File: config.mk
export PLATFORM = sky130hd
export DESIGN_NAME = wr_regfile
export DESIGN_NICKNAME = d
export VERILOG_FILES = /design/src/rtl/wr_regfile.sv
export SDC_FILE = /design/constraint.sdc
export NUM_CORES = 2
export LEC_CHECK = 0
export BUFFER_PORTS_ARGS = -buffer_cell sky130_fd_sc_hd__buf_4
export CORE_MARGIN = 2
export CORE_UTILIZATION = 40
export DETAILED_ROUTE_END_ITERATION = 8
export GPL_ROUTABILITY_DRIVEN = 0
export PLACE_DENSITY = 0.64
export SETUP_SLACK_MARGIN = 0.02
export SLEW_MARGIN = 10
export SYNTH_ARGS = -nofsm -noshare
export SYNTH_HDL_FRONTEND = slang
export SYNTH_SLANG_ARGS = --single-unit
export TNS_END_PERCENT = 1
File: constraint.sdc
create_clock -name clk -period 3.2 [get_ports clk]
set_clock_uncertainty 0.1 [all_clocks]
set_input_delay 0.16 -clock clk [delete_from_list [all_inputs] [get_ports clk]]
set_output_delay 0.16 -clock clk [all_outputs]
set_load 0.005 [all_outputs]
File: src/rtl/wr_regfile.sv
// -----------------------------------------------------------------------------
// wr_regfile -- write-back stage plus general-purpose register file.
//
// Selects the write-back value from the Mem/Wr segment register, commits it
// to GPR[1..31] on the rising edge, maintains the HI/LO pair for
// MULT/MULTU/MTHI/MTLO, and counts retired GPR writes.
// The segment registers feeding this block change on the falling edge, so
// each write-back value is stable for the whole high phase before the commit.
//
// Ports
//   clk, rst_n        : clock; asynchronous active-low reset
//   Wr_op, Wr_func    : opcode / function field of the retiring instruction
//   Wr_Reg            : destination GPR number
//   Wr_RegWr          : GPR write enable
//   Wr_MemtoReg       : 1 selects load data for write-back
//   Wr_alure          : ALU result
//   Wr_dout           : load data
//   Wr_busA           : rs operand (source for MTHI/MTLO)
//   Wr_MULT_result    : 64-bit product from the multiplier
//   ra1, ra2          : decode-stage read addresses
//   rd1, rd2          : read data, with same-cycle bypass of the pending write
//   wb_data, wb_we    : effective write-back data / GPR write enable
//   hi, lo            : current HI / LO registers
//   wb_count          : retired GPR write counter, wraps silently
// -----------------------------------------------------------------------------
module wr_regfile #(
  parameter int CNT_W = 32
) (
  input  logic             clk,
  input  logic             rst_n,
  input  logic [5:0]       Wr_op,
  input  logic [5:0]       Wr_func,
  input  logic [4:0]       Wr_Reg,
  input  logic             Wr_RegWr,
  input  logic             Wr_MemtoReg,
  input  logic [31:0]      Wr_alure,
  input  logic [31:0]      Wr_dout,
  input  logic [31:0]      Wr_busA,
  input  logic [63:0]      Wr_MULT_result,
  input  logic [4:0]       ra1,
  input  logic [4:0]       ra2,
  output logic [31:0]      rd1,
  output logic [31:0]      rd2,
  output logic [31:0]      wb_data,
  output logic             wb_we,
  output logic [31:0]      hi,
  output logic [31:0]      lo,
  output logic [CNT_W-1:0] wb_count
);

  localparam logic [5:0] FN_MULT  = 6'b011000;
  localparam logic [5:0] FN_MULTU = 6'b011001;
  localparam logic [5:0] FN_MFHI  = 6'b010000;
  localparam logic [5:0] FN_MTHI  = 6'b010001;
  localparam logic [5:0] FN_MFLO  = 6'b010010;
  localparam logic [5:0] FN_MTLO  = 6'b010011;

  // Instruction decode (R-type only carries these functions)
  logic is_rtype;
  logic is_mult;
  logic is_mfhi;
  logic is_mthi;
  logic is_mflo;
  logic is_mtlo;

  assign is_rtype = (Wr_op == 6'b000000);
  assign is_mult  = is_rtype && ((Wr_func == FN_MULT) || (Wr_func == FN_MULTU));
  assign is_mfhi  = is_rtype && (Wr_func == FN_MFHI);
  assign is_mthi  = is_rtype && (Wr_func == FN_MTHI);
  assign is_mflo  = is_rtype && (Wr_func == FN_MFLO);
  assign is_mtlo  = is_rtype && (Wr_func == FN_MTLO);

  // Architectural state
  logic [31:0]      gpr [32];
  logic [31:0]      hi_q;
  logic [31:0]      lo_q;
  logic [CNT_W-1:0] cnt_q;

  // Write-back select: load data beats MFHI/MFLO, which beat the ALU result.
  // MFHI/MFLO see the registered HI/LO, i.e. the value before this edge.
  always_comb begin
    wb_data = Wr_alure;
    if (Wr_MemtoReg)  wb_data = Wr_dout;
    else if (is_mfhi) wb_data = hi_q;
    else if (is_mflo) wb_data = lo_q;
  end

  // Register 0 is hardwired, so a write to it is not a retired write.
  assign wb_we = Wr_RegWr && (Wr_Reg != 5'd0);

  always_ff @(posedge clk or negedge rst_n) begin
    if (!rst_n) begin
      for (int i = 0; i < 32; i++) gpr[i] <= '0;
      hi_q  <= '0;
      lo_q  <= '0;
      cnt_q <= '0;
    end else begin
      if (wb_we) begin
        gpr[Wr_Reg] <= wb_data;
        cnt_q       <= cnt_q + {{(CNT_W-1){1'b0}}, 1'b1};
      end
      // HI/LO updates do not depend on Wr_RegWr
      if (is_mult) begin
        hi_q <= Wr_MULT_result[63:32];
        lo_q <= Wr_MULT_result[31:0];
      end else if (is_mthi) begin
        hi_q <= Wr_busA;
      end else if (is_mtlo) begin
        lo_q <= Wr_busA;
      end
    end
  end

  // Read ports: address 0 reads zero; a matching pending write is bypassed
  // so decode sees the value in the same cycle it is being written back.
  assign rd1 = (ra1 == 5'd0)                ? 32'd0   :
               (wb_we && (ra1 == Wr_Reg))   ? wb_data : gpr[ra1];
  assign rd2 = (ra2 == 5'd0)                ? 32'd0   :
               (wb_we && (ra2 == Wr_Reg))   ? wb_data : gpr[ra2];

  assign hi       = hi_q;
  assign lo       = lo_q;
  assign wb_count = cnt_q;

endmodule
# ---- Yosys cells after proc, flatten, opt, wreduce, memory -nomap -nowiden
# Cells that the tools add are included.
dict set report word_totals {
  reg_bits 1120
  input_bits 191
  word_cells 90
}
dict set report classes {
  addsub 1
  magnitude_cmp 4
  eq_ne 9
  n_mux 21
  bitwise_logic 3
  n_reduce_logical 17
}
# cell n
set op_table {}
lappend op_table {{$bwmux 1024} 1}
lappend op_table {{$mux 32} 17}
lappend op_table {{$bmux 32 s5} 2}
lappend op_table {{$demux 32 s5} 1}
lappend op_table {{$eq 6x5->1 const B} 6}
lappend op_table {{$add 32x1->32 const B} 1}
lappend op_table {{$ge 6x6->1 const B} 3}
lappend op_table {{$not 5->6} 3}
lappend op_table {{$eq 5x5->1} 2}
lappend op_table {{$logic_not 5->1} 2}
lappend op_table {{$logic_and 1x1->1} 9}
lappend op_table {{$logic_not 6->1} 1}
lappend op_table {{$lt 6x1->1 const B} 1}
lappend op_table {{$reduce_bool 5->1} 1}
lappend op_table {{$reduce_bool 2->1} 2}
lappend op_table {{$ne 2x2->1 const B} 1}
lappend op_table {{$reduce_and 2->1} 1}
lappend op_table {{$logic_or 1x1->1} 1}

# ---- Logic depth before layout (Yosys ltp)
dict set report depth {
  word_depth 7
  mapped_depth 10
  ltp_nobuf 6
}

# ---- Worst setup path after synthesis
# No wires, ideal clock.
dict set report synth_path {
  path_type {input to output}
  start {input ra1[0]}
  end {output rd1[15]}
  arrival_ns 1.958
  t_required_ns 2.940
  slack_ns 0.982
  stages 7
  n_path_buf 3
  cell_sequence {buf_2 buf_4 buf_2 mux4_2 mux4_2 nand3_1 o221ai_1}
}
dict set report synth_via {
  elab_chain_cells 6
  word_cells_on_any_way 9
  classes_between {eq/ne (1); mux (5); bitwise (1); reduce/logical (2)}
}
# element line
set synth_rtl {}
lappend synth_rtl {{start, declared} 40} ;# input logic [4:0] ra1,
lappend synth_rtl {{$not 5->6 (implied by the code)} 117} ;# (wb_we && (ra1 == Wr_Reg)) ? wb_data : gpr[ra1];
lappend synth_rtl {{$bmux 32 s5} 117}
lappend synth_rtl {{$mux 32 (implied by the code) (2 in series)} 117}
lappend synth_rtl {{$mux 32} 117}
lappend synth_rtl {{$mux 32 (*)} 116} ;# assign rd1 = (ra1 == 5'd0) ? 32'd0 :
lappend synth_rtl {{end, declared} 42} ;# output logic [31:0] rd1,
# Every way passes the cells marked *; elsewhere a longest branch is shown, timed or not. The select of a mux whose other input is x is not followed.

# ---- Final worst setup path
dict set report layout_path {
  start {register gpr[943] (netlist name)}
  end {output rd1[15]}
}
dict set report layout_via {
  elab_chain_cells 5
}
# element line
set layout_rtl {}
lappend layout_rtl {{start, declared} 74} ;# logic [31:0] gpr [32];
lappend layout_rtl {{start signal, assigned by index} 99} ;# gpr[Wr_Reg] <= wb_data;
lappend layout_rtl {{$bmux 32 s5} 117}
lappend layout_rtl {{$mux 32 (implied by the code) (2 in series)} 117}
lappend layout_rtl {{$mux 32} 117}
lappend layout_rtl {{$mux 32} 116}
# No other way between the ends. The select of a mux whose other input is x is not followed.

==> out/metrics.json <==
{
  "placed_area_mm2": 0.0643,
  "cellLeakagePower_nw": 31.3,
  "drt_iter0_drc": 4728,
  "clkLatencyLatePin_ns": 0.76,
  "powerDensity_mw_per_mm2": 612,
  "layout-area-overhead-vs-synth_pct": 20.3,
  "synthFlopType": "sky130_fd_sc_hd__dfrtp_1",
  "hold_viol": 0,
  "drtPass1Iterations": 6,
  "synth.top_cells.by_area": "sky130_fd_sc_hd__dfrtp_1 (48%), sky130_fd_sc_hd__mux4_2 (17%), sky130_fd_sc_hd__o21ai_0 (8.4%)",
  "cpPeakStageDelay_ns": 0.48,
  "routed_wl_um": 212000,
  "detail_route.drc_violations": 0,
  "slew_headroom_pct": 23.2,
  "globalRouteMet2Util_pct": 44.0,
  "clock-root-buffer": "sky130_fd_sc_hd__clkbuf_16",
  "ports_placed_on_the_boundary": 384,
  "finish.instance_area_mm2": 0.0701,
  "fp.dieArea_mm2": 0.149,
  "final_common_cell": "sky130_fd_sc_hd__nand2_1",
  "tightest_slew_ns": 1.14,
  "clkSlewWorstSetupHoldPaths_ns": 0.06,
  "dieWidth_um": 386,
  "groute.layer.met1.usage_pct": 36.9,
  "yosysTopAreaCell": "sky130_fd_sc_hd__dfrtp_1",
  "placed_cells_incl_taps": 7429,
  "groute.usage.overall_pct": 28.4,
  "fin_crit_ns": 3.12,
  "cts.path.max_buffers": 3,
  "placementRows": 140,
  "overflow": 0,
  "place.port_buffers": 383,
  "synth_seq_area_share_pct": 48.1,
  "worstHoldPathType": "input port to async pin",
  "critPathBufInv": 1,
  "largest_net_degree_at_the_start_of_global_routing": 155,
  "layout.filler_cells": 12800,
  "fraction_of_registers_with_async_set_reset_pct": 100,
  "top_library_cells_by_usage_in_the_layout_fill_and_taps_aside": "sky130_fd_sc_hd__nand2_1 (1136), sky130_fd_sc_hd__dfrtp_1 (1120), sky130_fd_sc_hd__o21ai_0 (981), sky130_fd_sc_hd__buf_4 (576), sky130_fd_sc_hd__mux4_2 (451)",
  "crit_required_ns": 2.94,
  "design.final.nets": 5965,
  "number_of_enable_flip_flop_cells_after_synthesis": 0,
  "unrepaired_setup_endpoints_after_global_routing": "false",
  "maxClockFrequency_mhz": 320,
  "post-dp-hpwl_um": 139000,
  "design.core.area_mm2": 0.145,
  "reg2reg_from": "wb_count[0]$_DFFE_PN0P_",
  "worst_path_max_delay_cell": "sky130_fd_sc_hd__mux4_2",
  "floorplan.initialDensity_pct": 40.1,
  "irDropWorstVdd_mv": 0.445,
  "worstSetupPathType": "flop to output pin",
  "worst_path_most_repeated_cell": "sky130_fd_sc_hd__mux4_2",
  "critPathLaunch": "gpr[943]$_DFFE_PN0P_",
  "die_h_um": 386,
  "cts-buffers-inserted": 121,
  "ys_seq_elements": 1120,
  "cts_tree": "built",
  "setup.worst_path.end_class": "output pin",
  "ys.warnings.count": 0,
  "startpoint_type": "flop",
  "crit_path_cell_trace": "mux4_2 > mux4_2 > nand3_1 > o221ai_1 > buf_4",
  "finalPower_w": 0.0429,
  "avgRoutedWirePerCell_um": 27.1,
  "synth.top_cell.area_share_pct": 48.1,
  "route.antenna.remaining_nets": 0,
  "clkSinkCount": 1120,
  "final-setup-viol-count": 0,
  "finalCritPeriodShare_pct": 97.6,
  "post_synth_instance_area_mm2": 0.0583,
  "cts_setup_buffers": 0,
  "layout-drive-gt1-share_pct": 24.4,
  "syn_avg_cell_area_um2": 10.7,
  "grt_use_met3_pct": 7.30,
  "dr_total_vias": 46900,
  "final-instance-count-excl-fill": 7799,
  "worstPathArrival_ns": 2.86,
  "synthesis.instances": 5441,
  "ctsHtreeMaxLevel": 3,
  "antenna_found_initial": 8,
  "timing_max_transition_violations_final": 0,
  "netlist-cell-type-count": 62,
  "outcome": "finished, final reports clean",
  "grt_pass1_vias": 46600,
  "cpLargestDelayFamily": "multiplexers",
  "drt-vias-per-instance": 6.01,
  "grt-busiest-layer": "met2",
  "cap_viol_max_count": 0,
  "critical_path_fanouts_max": 3,
  "synth_nets": 5633,
  "grt_first_pass_wirelength_um": 312000
}
routing by layer:
layer	share of wire (%)	vias to the layer above
li1	-	20300
met1	39	23500
met2	45	2463
met3	10	614
met4	5.8	4
met5	0.0076	-
area by class of cell:
cell class	instances	area (um2)	area share, %
Antenna cell	4	10.0	0.0143
Clock buffer	175	3660	5.23
Clock inverter	53	692	0.987
Inverter	67	251	0.359
Multi-Input combinational cell	3666	27700	39.5
Sequential cell	1120	28000	40.0
Tap cell	1917	2400	3.42
Timing Repair Buffer	797	7340	10.5
kinds of logic (layout without fill, tap and decap cells):
kind of cell	Yosys count	in the layout	share of synthesized area, %
compound gates	1413	1413	14.0
xor+xnor	41	41	0.616
fa+ha+maj	1	1	0.0215
buf+inv	655	1092	4.81
flops	1120	1120	48.1
mux	701	701	21.8
other cells	0	4	0
simple gates	1510	1510	10.7
sequential cells by signal, indices dropped and copies added (netlist names):
signal    count
gpr        1024
hi           32
lo           32
wb_count     32
timing repair:
| action | 4_1_cts | 5_1_grt |
|---|---|---|
| pin swaps | 1 | 1 |
| hold endpoints to repair | 1015 | 0 |
| hold buffers | 138 | 0 |
| resized for setup | 8 | 6 |
| setup endpoints to repair | 5 | 6 |
worst register-to-register path, delay by kind of cell, from the launching register on:
family | cells | cell delay [ns]
simple gates | 3 | 1.32
flops | 1 | 0.40
buf+inv | 1 | 0.19
fa+ha+maj | 1 | 0.18
xor+xnor | 1 | 0.15
compound gates | 1 | 0.14
worst paths after layout:
| path | slack, ns | endpoint | cells after the start |
|---|---|---|---|
| setup / recovery | 0.08 | rd1[15] | 5 |
| hold / removal | 0.02 | gpr[331]$_DFFE_PN0P_ | 3 |
| setup reg to reg | 0.62 | wb_count[30]$_DFFE_PN0P_ | 7 |
| hold reg to reg | 0.30 | gpr[1014]$_DFFE_PN0P_ | 0 |
| max in group asynchronous | 2.09 | gpr[6]$_DFFE_PN0P_ | 3 |
| min in group clk | 0.07 | lo[3]$_DFFE_PN0P_ | 3 |
power breakdown:
group,total (W),switching [W],internal [W]
Combinational,0.00880,0.00429,0.00451
Sequential,0.0189,0.00207,0.0168
Clock,0.0152,0.00615,0.00906
cells in the mapped netlist (15+ instances only):
cell                        number
sky130_fd_sc_hd__nand2_1      1170
sky130_fd_sc_hd__clkbuf_1      358
sky130_fd_sc_hd__nand2b_1       33
sky130_fd_sc_hd__or2_1          28
sky130_fd_sc_hd__a31oi_1        32
sky130_fd_sc_hd__o31ai_1        28
sky130_fd_sc_hd__a211oi_1       21
sky130_fd_sc_hd__o22ai_1        62
sky130_fd_sc_hd__mux4_2        451
sky130_fd_sc_hd__mux2i_1       238
sky130_fd_sc_hd__xor2_1         15
sky130_fd_sc_hd__o221ai_1       32
sky130_fd_sc_hd__buf_4          22
sky130_fd_sc_hd__o21ai_0       981
sky130_fd_sc_hd__a22oi_1       106
sky130_fd_sc_hd__o21ai_2        30
sky130_fd_sc_hd__dfrtp_1      1120
sky130_fd_sc_hd__o2111ai_1      26
sky130_fd_sc_hd__buf_2         139
sky130_fd_sc_hd__nor2b_1        17
sky130_fd_sc_hd__and2_1         15
sky130_fd_sc_hd__nor2_1        115
sky130_fd_sc_hd__clkbuf_2       35
sky130_fd_sc_hd__inv_1          66
sky130_fd_sc_hd__buf_1          28
sky130_fd_sc_hd__nand4_1        33
sky130_fd_sc_hd__o2bb2ai_1      24
sky130_fd_sc_hd__nand3_1        42
sky130_fd_sc_hd__xnor2_1        26
sky130_fd_sc_hd__a21oi_1        32
metrics by stage:
step	hold WS (ns)	setup slack, ns	utilization, %	TNS (ns)
after global placement	-0.0183	0.00730	44.2	0
after floorplan	-0.236	0.982	-	0
after CTS	0.00165	0.0265	48.2	0
final	0.0231	0.0767	48.3	0
after global routing	0.0491	0.0367	48.3	0
after detailed placement	-0.0186	-0.0734	44.2	-0.0734
Power figures use the tool's default switching activity.
